===== config.mk =====
export PLATFORM = sky130hd
export DESIGN_NAME = mem_port_arbiter
export DESIGN_NICKNAME = d
export VERILOG_FILES = /design/src/rtl/mem_port_arbiter.sv
export SDC_FILE = /design/constraint.sdc
export NUM_CORES = 1
export LEC_CHECK = 0
export ABC_AREA = 1
export ABC_CLOCK_PERIOD_IN_PS = 1600
export CORE_UTILIZATION = 37
export CTS_CLUSTER_SIZE = 24
export DETAILED_ROUTE_END_ITERATION = 7
export GPL_TIMING_DRIVEN = 0
export PLACE_DENSITY = 0.85
export SYNTH_ARGS = -nofsm -noshare
export SYNTH_HDL_FRONTEND = slang
export SYNTH_SLANG_ARGS = --single-unit

===== constraint.sdc =====
create_clock -name clk -period 1.6 [get_ports clk]
set_input_delay 0.24 -clock clk [delete_from_list [all_inputs] [get_ports clk]]
set_output_delay 0.24 -clock clk [all_outputs]
set_load 0.02 [all_outputs]

===== src/rtl/mem_port_arbiter.sv =====
// Arbiter sharing one single-port I/D memory between the fetch port and the MEM-stage port.
// Requests are serialised over a req/ack handshake, with a D-run starvation bound and an ack timeout.
module mem_port_arbiter #(
    parameter int ADDR_W    = 32,
    parameter int DATA_W    = 32,
    parameter int MAX_D_RUN = 4,
    parameter int TIMEOUT   = 16
) (
    input  logic              clk,
    input  logic              reset_n,
    input  logic              i_req,
    input  logic [ADDR_W-1:0] i_addr,
    output logic [DATA_W-1:0] i_rdata,
    output logic              i_done,
    output logic              i_stall,
    input  logic              d_req,
    input  logic              d_we,
    input  logic [ADDR_W-1:0] d_addr,
    input  logic [DATA_W-1:0] d_wdata,
    output logic [DATA_W-1:0] d_rdata,
    output logic              d_done,
    output logic              d_stall,
    output logic              mem_req,
    output logic              mem_we,
    output logic [ADDR_W-1:0] mem_addr,
    output logic [DATA_W-1:0] mem_wdata,
    input  logic [DATA_W-1:0] mem_rdata,
    input  logic              mem_ack,
    output logic              err
);
    localparam int RUN_W = $clog2(MAX_D_RUN + 1);
    localparam int TMO_W = $clog2(TIMEOUT + 1);
    localparam logic [RUN_W-1:0] RUN_MAX  = RUN_W'(MAX_D_RUN);
    localparam logic [TMO_W-1:0] TMO_LAST = TMO_W'(TIMEOUT - 1);

    typedef enum logic [1:0] {IDLE, BUSY_I, BUSY_D} stateType;

    stateType          state, stateNext;
    logic              grantI, grantD, finish, abort;
    logic [RUN_W-1:0]  runCnt;
    logic [TMO_W-1:0]  tmoCnt;
    logic              memReq, memWe, iDone, dDone, errQ;
    logic [ADDR_W-1:0] memAddr;
    logic [DATA_W-1:0] memWdata, iRdata, dRdata;

    always_ff @(posedge clk) begin
        if (!reset_n) state <= IDLE;
        else          state <= stateNext;
    end

    always_comb begin
        stateNext = state;
        grantI    = 1'b0;
        grantD    = 1'b0;
        finish    = 1'b0;
        abort     = 1'b0;
        case (state)
            IDLE: begin
                // I only overtakes D once D has had MAX_D_RUN grants in a row against a waiting I
                if (d_req && (!i_req || runCnt < RUN_MAX)) begin
                    grantD    = 1'b1;
                    stateNext = BUSY_D;
                end else if (i_req) begin
                    grantI    = 1'b1;
                    stateNext = BUSY_I;
                end
            end
            BUSY_I, BUSY_D: begin
                if (mem_ack) begin
                    finish    = 1'b1;
                    stateNext = IDLE;
                end else if (tmoCnt == TMO_LAST) begin
                    abort     = 1'b1;
                    stateNext = IDLE;
                end
            end
            default: stateNext = IDLE;
        endcase
    end

    always_ff @(posedge clk) begin
        if (!reset_n) begin
            memReq   <= 1'b0;
            memWe    <= 1'b0;
            memAddr  <= '0;
            memWdata <= '0;
            iRdata   <= '0;
            dRdata   <= '0;
            iDone    <= 1'b0;
            dDone    <= 1'b0;
            errQ     <= 1'b0;
            runCnt   <= '0;
            tmoCnt   <= '0;
        end else begin
            iDone <= 1'b0;
            dDone <= 1'b0;
            errQ  <= 1'b0;
            if (grantD) begin
                memReq   <= 1'b1;
                memWe    <= d_we;
                memAddr  <= d_addr;
                memWdata <= d_wdata;
                tmoCnt   <= '0;
                if (!i_req)                runCnt <= '0;
                else if (runCnt != RUN_MAX) runCnt <= runCnt + 1'b1;
            end
            if (grantI) begin
                memReq   <= 1'b1;
                memWe    <= 1'b0;
                memAddr  <= i_addr;
                memWdata <= '0;
                tmoCnt   <= '0;
                runCnt   <= '0;
            end
            if (finish || abort) begin
                memReq <= 1'b0;
                tmoCnt <= '0;
                iDone  <= (state == BUSY_I);
                dDone  <= (state == BUSY_D);
                errQ   <= abort;
            end else if (state != IDLE) begin
                tmoCnt <= tmoCnt + 1'b1;
            end
            // stores and aborted accesses leave the read-data registers untouched
            if (finish && state == BUSY_I)           iRdata <= mem_rdata;
            if (finish && state == BUSY_D && !memWe) dRdata <= mem_rdata;
        end
    end

    assign mem_req   = memReq;
    assign mem_we    = memWe;
    assign mem_addr  = memAddr;
    assign mem_wdata = memWdata;
    assign i_rdata   = iRdata;
    assign d_rdata   = dRdata;
    assign i_done    = iDone;
    assign d_done    = dDone;
    assign err       = errQ;
    assign i_stall   = i_req & ~iDone;
    assign d_stall   = d_req & ~dDone;
endmodule


# == Word level (Yosys, flattened, before mapping) ==
# Index checks and enable logic that the tools add are counted.
# word_totals
register_bits,143
inputBits,134
# op_classes
add_sub_neg,2
n_lt_le_gt_ge,1
n_eq_ne,7
n_mux,24
bitwise,5
n_reduce_logical,18
# ops
cell,n
two-way mux 32 bit,2
two-way mux 5 bit,3
two-way mux 1 bit,12
!= test 3 bit (second input constant),3
two-way mux 2 bit,4
two-way mux 3 bit,2
AND reduction 2 bit,3
OR reduction 2 bit,3
adder 5 x 1 -> 5 bit (second input constant),1
== test 5 x 4 -> 1 bit (second input constant),1
logical AND 1 bit,4
case mux 2 bit (2 select lines),1
nonzero test 2 bit,2
adder 3 x 1 -> 3 bit (second input constant),1
< comparator 3 bit (second input constant),1
NOT 1 bit,3
nonzero test 3 bit,1
AND 1 bit,2
== test 2 x 1 -> 1 bit (second input constant),1
== test 2 bit (second input constant),1
logical NOT 1 bit,2
logical NOT 2 bit,1
logical OR 1 bit,2
!= test 2 x 1 -> 1 bit (second input constant),1

# == Depth between registers and ports, before layout ==
# depth
depth_word,8
ltp_mapped,9

# == Worst setup path after synthesis ==
# Ideal clock, no wire load.
# synth_path
path_kind,reg2reg
from,register tmoCnt[0]
to,register tmoCnt[0]
setup_ns,0.070
t_arrival_ns,1.447
required_ns,1.530
setup_slack_ns,0.083
path_stages_with_launch,10
n_path_buf,0
cell_sequence,dfxtp_1 ha_1 nand2_1 nor2_1 ha_1 o21ai_0 nand2_1 inv_1 o21ai_0 a21oi_1
# synth_via
elab_chain_len,6
word_cells_on_any_way,8
cone_classes,add/sub (1); eq/ne (1); mux (4); reduce/logical (2)
# synth_rtl
element,line,source
"start, declared",41,logic [TMO_W-1:0] tmoCnt;
"start signal, assigned",122,tmoCnt <= tmoCnt + 1'b1;
== test 5 x 4 -> 1 bit,72,end else if (tmoCnt == TMO_LAST) begin
two-way mux 1 bit,72,
two-way mux 1 bit,69,if (mem_ack) begin
two-way mux 1 bit,57,case (state)
logical OR 1 bit,115,if (finish || abort) begin
OR reduction 2 bit (no source line),--,
# Parallel ways exist; a longest one is shown, timed or not.
# A chain may end at the register's enable or synchronous reset.

# == Worst setup path after layout ==
# layout_path
from,input port i_req
to,output port i_stall
# layout_via
elab_chain_len,1
# layout_rtl
element,line,source
"start, declared",11,"input logic i_req,"
AND 1 bit,139,assign i_stall = i_req & ~iDone;
"end, declared",15,"output logic i_stall,"
# Every way passes these cells.

==> results.py <==
metrics = {
    "hold_path": {
        "worstHoldStart": "d_wdata[18]",
        "hp-class": "input port to flop",
    },
    "sta": {
        "finalSetupViolCount": 0,
        "maxSlewViolCount": 0,
        "layout_min_cycle_time_ns": 1.518,
        "fin_crit_sh_pct": 94.88,
        "fmax_mhz": 658.7,
        "worst_slack_ns": 0.08190,
        "fin_skew_ns": 0.007483,
        "maxSlewHeadroom_pct": 67.74,
        "tightest_slew_ns": 0.4839,
        "fin_tns_setup_ns": 0,
        "final-hold-violation-count": 0,
    },
    "critical_path": {
        "critPathArrivalTime_ns": 1.28,
        "cp_max_fo": 6,
        "critical_path.slowest_cell": "clkdlybuf4s50_1",
        "endpoint_kind": "output port",
        "critical_path_class": "input port to output port",
        "worstPathCellList": "clkdlybuf4s50_1 > inv_2 > nor2_1 > clkdlybuf4s15_2",
        "crit_start": "i_req",
        "worst_ep_required_time_ns": 1.36,
        "start_kind": "input port",
        "crit-reg2reg-launch": "state[0]$_SDFFE_PN0P_",
        "slowest_delay_ns": 0.52,
    },
    "detailed_routing": {
        "routedWlPerCell_um": 14.30,
        "drtAntennaViolNets": 0,
        "viasPerCell": 4.750,
        "drt_iter0_drc": 329,
        "routed_wl_um": 18260,
        "drtPass1Iterations": 4,
        "drcViolationCount": 0,
        "vias": 6066,
    },
    "clocking": {
        "clk_pin_slew_ns": 0.06,
        "cts_tree": "done",
        "ctsLongestPathBuffers": 2,
        "htree_num_levels": 4,
        "cts.sinks": 143,
        "numCtsBuffers": 17,
        "clk_latency_ns": 0.42,
        "clockRootBuffer": "clkbuf_16",
    },
    "synth": {
        "ys_ff_latch": 143,
        "ys_seq_area_share_pct": 50.39,
        "synthTopCellsByArea": "dfxtp_1 (50%), nor2_1 (15%), nand2_1 (9.6%)",
        "netlist_area_sq_mm": 0.005682,
        "ys_warn_count": 0,
        "syn_nets": 931,
        "syn_area_per_cell_sq_um": 7.192,
        "synthTopCellsByCount": "nor2_1 (232), nand2_1 (146), dfxtp_1 (143), o21ai_0 (67), inv_1 (45)",
        "yosysMostFrequentCell": "nor2_1",
        "synth_cell_type_count": 23,
        "netlist_instances": 790,
        "async_reset_ff_share_pct": 0,
        "synth_largest_area_cell": "dfxtp_1",
        "synth_edf_count": 0,
        "synth_ff_type": "dfxtp_1",
        "yosysTopAreaCellShare_pct": 50.39,
    },
    "grt": {
        "first_global_vias": 5797,
        "grt_max_degree": 17,
        "grt-ovfl-total": 0,
        "grt_pass1_wl_um": 28440,
        "track_usage_pct": 22.93,
        "antenna_found_initial": 0,
    },
    "cells_and_area": {
        "antenna_cells": 0,
        "drive_gt1_share_pct": 8.692,
        "area_growth_pct": 62.81,
        "nFillCells": 1328,
        "instances_no_fill": 1277,
        "regArea_sq_mm": 0.002864,
        "utilization_pct": 62.70,
        "finalNetCount": 1222,
        "multi_input_area_sq_mm": 0.002452,
    },
    "floorplan": {
        "dieWidth_um": 125.9,
        "die_h_um": 125.9,
        "start_util_pct": 38.51,
        "core-area_sq_mm": 0.01475,
        "row_count": 44,
        "ios": 269,
        "dieArea_sq_mm": 0.01586,
    },
    "power": {
        "pwr-share-seq_pct": 39.5,
        "power.internal_mw": 7.175,
        "peakVddDrop_uv": 639.1,
        "p_clk_share_pct": 42.3,
        "switchingPower_mw": 2.570,
        "p_leak_nw": 4.359,
        "powerDensity_mw_per_mm2": 1054,
        "power_mw": 9.745,
        "pwr-share-comb_pct": 18.2,
        "sw_frac_of_total_pct": 26.37,
    },
    "job": {
        "cap_violations": 0,
    },
    "place": {
        "dp_cells": 1242,
        "place_ws_ns": -0.3278,
        "gp_congestion": 0.8075,
        "io_buffers": 268,
        "dp_hpwl_um": 13420,
    },
    "outcome": {
        "status": "complete, no violations",
    },
}
power by group through the flow:
stage	Sequential [mW]	Combinational [mW]	Clock, mW
2_1_floorplan	4.15	0.656	0
3_3_place_gp	3.93	1.78	0
3_5_place_dp	3.94	1.80	0
4_1_cts	3.85	1.72	4.17
5_1_grt	3.88	1.94	4.36
6_report	3.85	1.77	4.12
sequential cells by signal (all words and copies together) (netlist names):
signal     cells
mem_addr      32
i_done         1
tmoCnt         5
mem_we         1
err            1
i_rdata       32
mem_wdata     32
state          2
d_done         1
runCnt         3
d_rdata       32
mem_req        1
placed cells by master (no fill, tap or decap), drive strengths merged, types with 2 or more instances in the layout:
master and count:
ha 7, inv 48, clkdlybuf4s50 133, or2 2, dlymetal6s2s 7, clkinv 2
nand4 38, dfxtp 143, nand3 8, nor2 233, buf 32, nand2 147
o21ai 67, clkbuf 45, clkinvlp 3, bufinv 3, a21oi 43, dlygate4sd2 127
cells by family after synthesis:
| group | after synthesis | share of synthesized area (%) |
|---|---|---|
| AND/OR/NAND/NOR | 431 | 30.74 |
| buffers and inverters | 98 | 7.443 |
| flip-flops | 143 | 50.39 |
| AO/OA/AOI/OAI | 111 | 9.888 |
| adder cells (fa/ha/maj) | 7 | 1.541 |
stage by stage:
stage	hold WS, ns	cell area (sq um)
5_1_grt	0.3758	9250
4_1_cts	0.3656	9121
6_report	0.3806	9250
3_3_place_gp	0.4477	8594
2_1_floorplan	0.3872	5682
3_5_place_dp	0.4528	8594
critical path, delay by kind of cell:
kind,cells,cell delay (ns)
and+or+nand+nor,1,0.10
buffers and inverters,3,0.94
cell type report:
| class | count | area share [%] |
|---|---|---|
| plain buffers | 50 | 3.409 |
| repair buffers | 272 | 27.95 |
| clock buffers | 23 | 5.275 |
| flip-flops and latches | 143 | 30.96 |
| well taps | 184 | 2.489 |
| clock inverters | 8 | 1.407 |
| inverters | 48 | 2.002 |
| multi-input cells | 549 | 26.51 |
worst paths after layout:
kind / cells after the start / slack [ns] / endpoint
worst min register to register: 2 / 0.45 / mem_wdata[16]$_SDFFE_PP0P_
worst min-delay path: 3 / 0.38 / mem_wdata[18]$_SDFFE_PP0P_
worst max-delay path: 4 / 0.08 / i_stall
worst max register to register: 10 / 0.09 / mem_addr[5]$_SDFFE_PN0P_
timing repair:
action | in CTS | in global routing
buffers inserted | 0 | 4
pin swaps | 1 | 2
gates cloned | 0 | 0
resized for setup | 158 | 35
endpoints found under the setup margin | 212 | 122
hold buffers | 0 | 0
metal layers:
layer  up-vias  wire length [um]  GRT usage [%]
li1       3081                 -              -
met1      2694              7244          23.58
met2       256              8743          41.11
met3        35              1869          9.856
met4         0               404          8.575
met5         -                 0              0
(Power assumes the default switching activity.)
==> RTL edit (same flow settings) <==
Change the parameter `DATA_W` from 32 to 16.
--- a/src/rtl/mem_port_arbiter.sv
+++ b/src/rtl/mem_port_arbiter.sv
@@ -2,7 +2,7 @@
 // Requests are serialised over a req/ack handshake, with a D-run starvation bound and an ack timeout.
 module mem_port_arbiter #(
     parameter int ADDR_W    = 32,
-    parameter int DATA_W    = 32,
+    parameter int DATA_W    = 16,
     parameter int MAX_D_RUN = 4,
     parameter int TIMEOUT   = 16
 ) (
Interface: changed (5 resized); port bits go from 269 to 189. The function was not compared with the original's and may differ.
==> RTL edit against the original RTL <==
  * Worst setup slack worse by 45 ps
  * Combinational power shrank 20%
  * Synthesized area shrank 29%
  * Total power fell by 40%
  * Clock power shrank 55%
  * Final area is 29% lower
  * Sequential cell count shrank 48
  * Routed wire length fell by 30%
  * Die area decreased by 28%
  * Critical path depth down 3
  * Register-to-register slack lost 40 ps
==> RTL edit: results (changes against the original RTL) <==
Crit path arrival time 1320 ps (+40 ps); met1 wire length 5067 um (-30%); worst-skew pair later-pin latency 350 ps (-70 ps); # port buffers 187 (-30%); buffering overhead 34.15% (+2.8 points); Synth Area in Adders 2.157% (+0.61 points); synth top area cells dfxtp_1 (47%), nor2_1 (16%), nand2_1 (11%), nand4_1 (5.9%), o21ai_0 (4.3%); worst vdd ir 0.5790 mV (-9.4%); max_slew headroom 64.14% (-3.6 points); Layout Skew 12.29 ps (+4.807 ps); Setup WS pre-CTS -274.6 ps (+53.24 ps); Num CTS Buffers 9 (-8); Static Leakage 3.493 nW (-20%); met1 usage 23.48% (-0.11 points); CP max stage delay 610 ps (+90 ps); met2 Resource Use GR 38.85% (-2.3 points); Placed Area 6103 um2 (-29%); fraction of area in multi-input gates 27.85% (+1.3 points); syn_area_per_cell 6.966 um2 (-3.1%); Clock buf/inv share 3.614% (-3.1 points); CP Max Fanout 2 (-4); Post-CTS Setup Repair Bufs 1 (+1); final core utilization 62.87% (+0.17 points); met3 Use GR 9.422% (-0.43 points); Clock transition at path regs 100 ps (+40 ps); Tot GR Track Use 21.65% (-1.3 points); met2 wire len 6195 um (-29%); clk_buf instances 11 (-52%); clk root buf clkbuf_8; Finished Layout Cells 928 (-27%); first-pass GRT wire length 19530 um (-31%); nonclk buf count 228 (-29%); placed cells 906 (-27%); number of fill cells 889 (-33%); outcome finished, final reports clean
## RTL edit: cell count changes in the layout (fill, tap and decap cells not counted), sizes merged, moves of 24 or more
cell / unedited run / this run
dlygate4sd2: 127 / 7
dfxtp: 143 / 95
clkbuf: 45 / 21
dlymetal6s2s: 7 / 50
o21ai: 67 / 35
nand2: 147 / 115
nor2: 233 / 169
## RTL edit: power by group
group	switching, W	internal [W]	total, W
Combinational	0.000740	0.000665	0.00141
Clock	0.000875	0.000981	0.00186
Sequential	0.0000726	0.00251	0.00258
## RTL edit: path summary, 6_finish.rpt
check                        to  depth (start not counted)  slack [ps]          start
setup / recovery     d_rdata[7]                          1          40     d_rdata[7]
hold reg to reg   mem_wdata[11]                          2         460  mem_wdata[11]
hold / removal       i_rdata[1]                          3         380        reset_n
setup reg to reg     d_rdata[5]                          6          50       state[1]
## RTL edit: worst register-to-register path, cell delays in order, from the launching register on
cell and delay (ps):
dfxtp_2 360, inv_1 70, ha_2 400, nand3_4 150, buf_4 220, o21ai_0 200
nor2_1 70
